--- config.mk ---
export PLATFORM = sky130hd
export DESIGN_NAME = pipeline_ctrl
export DESIGN_NICKNAME = d
export VERILOG_FILES = /design/src/rtl/pipeline_ctrl.sv
export SDC_FILE = /design/constraint.sdc
export NUM_CORES = 1
export LEC_CHECK = 0
export CORE_MARGIN = 4
export CORE_UTILIZATION = 35
export CTS_CLUSTER_SIZE = 20
export DETAILED_ROUTE_END_ITERATION = 10
export DONT_BUFFER_PORTS = 1
export SYNTH_ARGS = -nofsm -noshare
export SYNTH_HDL_FRONTEND = slang
export SYNTH_SLANG_ARGS = --single-unit
export TNS_END_PERCENT = 5
--- constraint.sdc ---
create_clock -name clk -period 3.25 [get_ports clk]
set_input_delay 0.65 -clock clk [delete_from_list [all_inputs] [get_ports clk]]
set_output_delay 0.65 -clock clk [all_outputs]
set_load 0.05 [all_outputs]
--- src/rtl/pipeline_ctrl.sv ---
// ---------------------------------------------------------------------------
// pipeline_ctrl
// Central stall/flush controller for a 5-stage pipeline (pc, if, id, ex, mem,
// wb). It resolves per-stage stall requests into a freeze vector, and turns
// exceptions/ERET reported by MEM into a one-cycle flush plus PC redirect.
// If a fetch is still outstanding when the exception arrives, the redirect is
// held back in WAIT_FETCH until the fetch bus is released.
//
// Ports
//   clk            : clock, rising edge
//   rst            : synchronous, active-high reset
//   stall_req_if   : fetch not complete (bus wait)
//   stall_req_id   : load-use / operand hazard in ID
//   stall_req_ex   : multi-cycle EX operation busy
//   stall_req_mem  : data bus wait in MEM
//   exc_req        : exception or ERET reported by MEM this cycle
//   exc_is_eret    : qualifies exc_req as ERET
//   cp0_epc        : current EPC from CP0
//   stall_out      : freeze vector {wb,mem,ex,id,if,pc}, bit0 = pc
//   flush          : one-cycle flush of all inter-stage registers
//   redirect_en    : PC load strobe, coincident with flush
//   redirect_pc    : PC target, zero when redirect_en=0
//   busy_wait      : high while waiting for the fetch to finish
//   stall_cycles   : free-running count of cycles with stall_out[0]=1
// ---------------------------------------------------------------------------
module pipeline_ctrl #(
  parameter int unsigned                 ADDR_WIDTH = 32,
  parameter logic [ADDR_WIDTH-1:0]       EXC_VECTOR = ADDR_WIDTH'(32'hBFC00380)
) (
  input  logic                  clk,
  input  logic                  rst,
  input  logic                  stall_req_if,
  input  logic                  stall_req_id,
  input  logic                  stall_req_ex,
  input  logic                  stall_req_mem,
  input  logic                  exc_req,
  input  logic                  exc_is_eret,
  input  logic [ADDR_WIDTH-1:0] cp0_epc,
  output logic [5:0]            stall_out,
  output logic                  flush,
  output logic                  redirect_en,
  output logic [ADDR_WIDTH-1:0] redirect_pc,
  output logic                  busy_wait,
  output logic [31:0]           stall_cycles
);

  localparam int unsigned STALL_W = 6;
  localparam int unsigned CNT_W   = 32;

  localparam logic [STALL_W-1:0] STALL_NONE = STALL_W'(6'b000000);
  localparam logic [STALL_W-1:0] STALL_IF   = STALL_W'(6'b000011);
  localparam logic [STALL_W-1:0] STALL_ID   = STALL_W'(6'b000011);
  localparam logic [STALL_W-1:0] STALL_EX   = STALL_W'(6'b000111);
  localparam logic [STALL_W-1:0] STALL_MEM  = STALL_W'(6'b001111);
  localparam logic [STALL_W-1:0] STALL_ALL  = STALL_W'(6'b111111);

  typedef enum logic [1:0] {
    ST_RUN        = 2'd0,
    ST_WAIT_FETCH = 2'd1,
    ST_REDIRECT   = 2'd2
  } state_t;

  state_t                  r_state;
  state_t                  w_state_next;
  logic [ADDR_WIDTH-1:0]   r_target;
  logic [ADDR_WIDTH-1:0]   w_target_next;
  logic [CNT_W-1:0]        r_stall_cycles;

  logic [STALL_W-1:0]      w_stall_prio;
  logic [STALL_W-1:0]      w_stall;
  logic                    w_flush;
  logic                    w_redirect_en;
  logic [ADDR_WIDTH-1:0]   w_redirect_pc;
  logic                    w_busy_wait;
  logic [ADDR_WIDTH-1:0]   w_exc_target;

  // Deepest requesting stage wins; everything older than it is frozen.
  always_comb begin
    w_stall_prio = STALL_NONE;
    if (stall_req_mem)     w_stall_prio = STALL_MEM;
    else if (stall_req_ex) w_stall_prio = STALL_EX;
    else if (stall_req_id) w_stall_prio = STALL_ID;
    else if (stall_req_if) w_stall_prio = STALL_IF;
  end

  // Target chosen in the cycle the exception is reported.
  assign w_exc_target = exc_is_eret ? cp0_epc : EXC_VECTOR;

  // State, target and counter registers.
  always_ff @(posedge clk) begin
    if (rst) begin
      r_state        <= ST_RUN;
      r_target       <= '0;
      r_stall_cycles <= '0;
    end else begin
      r_state  <= w_state_next;
      r_target <= w_target_next;
      if (w_stall[0]) r_stall_cycles <= r_stall_cycles + CNT_W'(1);
    end
  end

  // Next-state and control outputs. Flush always forces an empty stall vector.
  always_comb begin
    w_state_next  = r_state;
    w_target_next = r_target;
    w_stall       = STALL_NONE;
    w_flush       = 1'b0;
    w_redirect_en = 1'b0;
    w_redirect_pc = '0;
    w_busy_wait   = 1'b0;

    case (r_state)
      ST_RUN: begin
        if (exc_req) begin
          w_target_next = w_exc_target;
          if (stall_req_if) begin
            // Fetch still on the bus: freeze everything until it completes.
            w_stall      = STALL_ALL;
            w_state_next = ST_WAIT_FETCH;
          end else begin
            w_flush       = 1'b1;
            w_redirect_en = 1'b1;
            w_redirect_pc = w_exc_target;
          end
        end else begin
          w_stall = w_stall_prio;
        end
      end

      ST_WAIT_FETCH: begin
        // Only the fetch bus matters here; new exceptions and hazards are ignored.
        w_stall     = STALL_ALL;
        w_busy_wait = 1'b1;
        if (!stall_req_if) w_state_next = ST_REDIRECT;
      end

      ST_REDIRECT: begin
        w_flush       = 1'b1;
        w_redirect_en = 1'b1;
        w_redirect_pc = r_target;
        w_state_next  = ST_RUN;
      end

      default: begin
        w_state_next = ST_RUN;
      end
    endcase

    // Reset silences all control outputs regardless of state or inputs.
    if (rst) begin
      w_stall       = STALL_NONE;
      w_flush       = 1'b0;
      w_redirect_en = 1'b0;
      w_redirect_pc = '0;
      w_busy_wait   = 1'b0;
    end
  end

  assign stall_out    = w_stall;
  assign flush        = w_flush;
  assign redirect_en  = w_redirect_en;
  assign redirect_pc  = w_redirect_pc;
  assign busy_wait    = w_busy_wait;
  assign stall_cycles = r_stall_cycles;

endmodule

Word level (Yosys, flattened, before mapping) --
Index checks and enable logic that the tools add are counted.
Storage, ports and cells: flip-flop bits (word level) 66, bits of input ports 40, output and inout bits 73, word-level logic and storage cells 35
Operators by class: add/sub/neg operators 1, eq/ne operators 5, mux-type cells 23, reduce and logical (&&, ||, !) cells 3
Operator list (count):
- $mux W32 | 4
- $pmux W32 S2 | 1
- $add A32 B1 Y32 const B | 1
- $mux W6 | 3
- $pmux W6 S2 | 1
- $mux W2 | 5
- $ne A2 B2 Y1 const B | 3
- $mux W1 | 5
- $mux W4 | 1
- $pmux W2 S2 | 1
- $mux W3 | 1
- $reduce_and A3 Y1 | 1
- $eq A2 B1 Y1 const B | 1
- $eq A2 B2 Y1 const B | 1
- $logic_not A2 Y1 | 1
- $pmux W1 S2 | 1
- $reduce_and A2 Y1 | 1

Longest topological paths before layout --
depth after elaboration 7, gate-level depth with buffers 7, mapped depth without buffers 5

Worst setup path after synthesis --
OpenSTA, ideal clock, no wires.
path kind input to output, start input port rst, end output port stall_out[1], arrival 2767 ps, required time 2600 ps, path slack -167 ps, stages on the path 5, buffers on the path 4, cells stage by stage clkbuf_1 clkbuf_1 clkbuf_1 nor3_1 buf_4
Between the ends: longest elaborated chain between the ends 1
RTL lines:
- start: declaration | RTL line 31 | input logic rst,
- $mux W6 | RTL line 150 | if (rst) begin
- end: declaration | RTL line 39 | output logic [5:0] stall_out,
Every way passes these cells.

Worst setup path in the final report --
start register r_state[0], end output port redirect_pc[12]
Between the ends: longest elaborated chain between the ends 3, elaborated cells between the ends (all ways) 4, classes of those cells 1 x eq/ne; 2 x mux; 1 x reduce/logical
RTL lines:
- start: declaration | RTL line 63 | state_t r_state;
- start signal: assignment | RTL line 96 | r_state <= w_state_next;
- $eq A2 B2 Y1 or $logic_not A2 Y1 (tied branches) | RTL line 112 | case (r_state)
- $pmux W32 S2 (*) | RTL line 112
- $mux W32 (*) | RTL line 150
- end: declaration | RTL line 42 | output logic [ADDR_WIDTH-1:0] redirect_pc,
Mark *: on every way between the ends. The rest lies on a longest branch, timed or not.

==> impl_metrics.ini <==
[yosys]
ys_seq_area_frac = 0.360
synth_top_area_frac = 0.360
yosys_register_bits = 66
synth_top_cell_by_area = dfxtp_1
synth.distinct_cells = 42
syn_avg_cell_area_um2 = 7.75
ys_async_sr_fraction = 0
synth_edf_count = 0
synth_ff_type = dfxtp_1
synth_nets = 514
synth_top_cells_by_area = dfxtp_1 36%, nor2_1 7.8%, a21oi_1 5.6%, a32oi_1 4.8%, nand3_1 4.0%
syn_inst = 473
yosysWarnings = 0
synthesis.area_mm2 = 0.00367

[power_and_ir_drop]
leakage_nw = 1.49
p_per_area_mw_per_mm2 = 448
p_sw_frac = 0.279
seqPwrFrac = 0.455
ir_drop_v = 0.000200
p_clk_frac = 0.420
combPwrFrac = 0.125
internal_power_w = 0.00136
p_sw_w = 0.000526

[clock_tree]
cts_tree = yes
insertion_delay_ps = 340
clk_pin_slew_worst_paths_ps = 80
cts_resized = 0
cts_made_buffers = 9
root_buffer = clkbuf_8
cts_setup_buffers = 0
cts.sinks = 66
ctsHtreeMaxLevel = 3
ctsHoldBuffers = 0
clock_path_buffers = 2

[setup_path]
end_kind = primary output
cp.required_ps = 2600
cp-start-kind = register
crit_arrival_ps = 2180
crit_path_max_fanout = 27
crit_type = register to primary output

[sta]
finalCriticalPeriod_ps = 2830
holdWs_ps = 365
fin_worst_skew_ps = 10.5
timing.final.ws_setup_ps = 423
hold_viol_final = 0
rsz0062_at_grt = no
period_share = 0.870
slew_headroom = 0.541
max_freq_mhz = 354
setup_tns_ps = 0
slew_violations = 0
tightest_slew_ps = 687
setup_violations = 0

[floorplan]
num_rows = 37
coreArea_mm2 = 0.0103
start_util = 0.357
num_io_pins = 113
die_h_um = 110
dieArea_mm2 = 0.0122
die_w_um = 110

[cells_and_area]
mostFrequentLayoutCell = nor2_1
area_growth_pct = 14.9
final_cell_mix = 74 x nor2_1, 66 x dfxtp_1, 46 x buf_4
fin_nets = 523
antenna_cells_inserted = 0
drive_gt1_frac = 0.179
final_util = 0.410
finalNonFillerCells = 623

[detailed_routing]
drt_iter0_drc = 220
wl_per_cell_um = 15.8
post_drt_via_cell_ratio = 5.71
drc = 0
routed_wl_mm = 9.85
vias = 3560
dr.pass1.iters = 4
antenna_left = 0

[grt]
grt_pass1_vias = 3295
grt_usage = 0.160
gr-total-overflow = 0
grt_antenna_before_repair = 0
grt_max_degree = 85
grt_pass1_wl_mm = 15.7

[placement]
port_buffers = 0
finalWeightedCongestion = 0.803
hpwl_mm = 6.56
pre_cts_ws_ps = 564
place_inst = 607

[outcome]
outcome = finished clean

[min_path]
hold_class = input pin to register

[flow_run]
cap_violations = 0
==> metal layers <==
layer  wire length, um  GRT usage  part of all wire  up-vias
met5                 0          0                 0        -
met4                95     0.0449            0.0096        0
met3               966     0.0652             0.098        9
met2              4690      0.260              0.48      135
met1              4100      0.197              0.42     1692
li1                  -          -                 -     1724
==> per-stage QoR <==
| stage | power (W) | instance area (um^2) |
|---|---|---|
| 6_report | 0.00189 | 4210 |
| 5_1_grt | 0.00198 | 4210 |
| 4_1_cts | 0.00192 | 4210 |
| 3_5_place_dp | 0.00111 | 3990 |
| 3_3_place_gp | 0.00111 | 3990 |
| 2_1_floorplan | 0.00108 | 3670 |
==> kinds of logic after synthesis <==
family | synth area share
multiplexers | 0.0430
flip-flops | 0.360
adder cells (fa/ha/maj) | 0.00341
buffers and inverters | 0.0648
AO/OA/AOI/OAI | 0.170
AND/OR/NAND/NOR | 0.359
==> path summary, 6_finish.rpt <==
path	slack (ps)	startpoint	end	cells after the start
max	420	r_state[0]	redirect_pc[12]	6
min	370	rst	stall_cycles[11]	1
max reg2reg	830	stall_cycles[7]	stall_cycles[29]	4
min reg2reg	450	r_target[4]	r_target[4]	2
==> area by class of cell <==
class                           count  area, um^2
Clock buffer                       10         138
Fill cell                        1072        6070
Inverter                            4        15.0
Clock inverter                      6        88.8
Timing Repair Buffer               46         345
Multi-Input combinational cell    355        2130
Tap cell                          136         170
Sequential cell                    66        1320
==> cell usage after synthesis, types with 2 or more instances <==
library cell,count
or3_1,3
nor3_1,19
nand2_1,35
and3_1,4
clkbuf_1,26
mux2_2,7
o21ai_0,4
and2_1,3
buf_4,4
nand4_1,10
or4_1,14
a22oi_1,12
nor4_2,4
nand2b_1,13
nor2_1,76
or2_2,2
or3b_1,2
buf_2,15
a32oi_1,20
inv_1,4
dfxtp_1,66
nand3_1,29
nor4_1,5
nor2b_1,14
o31ai_1,14
mux2_1,7
a21oi_1,41
and4_1,6
==> power by group through the flow <==
stage | Combinational, W | Sequential, W | Clock, W
after floorplan | 0.000202 | 0.000878 | 0
after global placement | 0.000233 | 0.000876 | 0
after detailed placement | 0.000236 | 0.000876 | 0
after CTS | 0.000236 | 0.000858 | 0.000822
after global routing | 0.000256 | 0.000862 | 0.000859
final | 0.000235 | 0.000858 | 0.000792
==> registers in the layout, indices dropped and copies added, names as in the netlist <==
signal	flops
r_target	32
stall_cycles	32
r_state	2
==> critical path, cell delays in order (launching register included) <==
cell     delay (ps)
dfxtp_1         400
or3b_1          440
nor2_4          170
buf_4           320
a32oi_1         140
nor2_1          150
buf_4           220
Note: power is estimated with default switching activity, not from simulation.
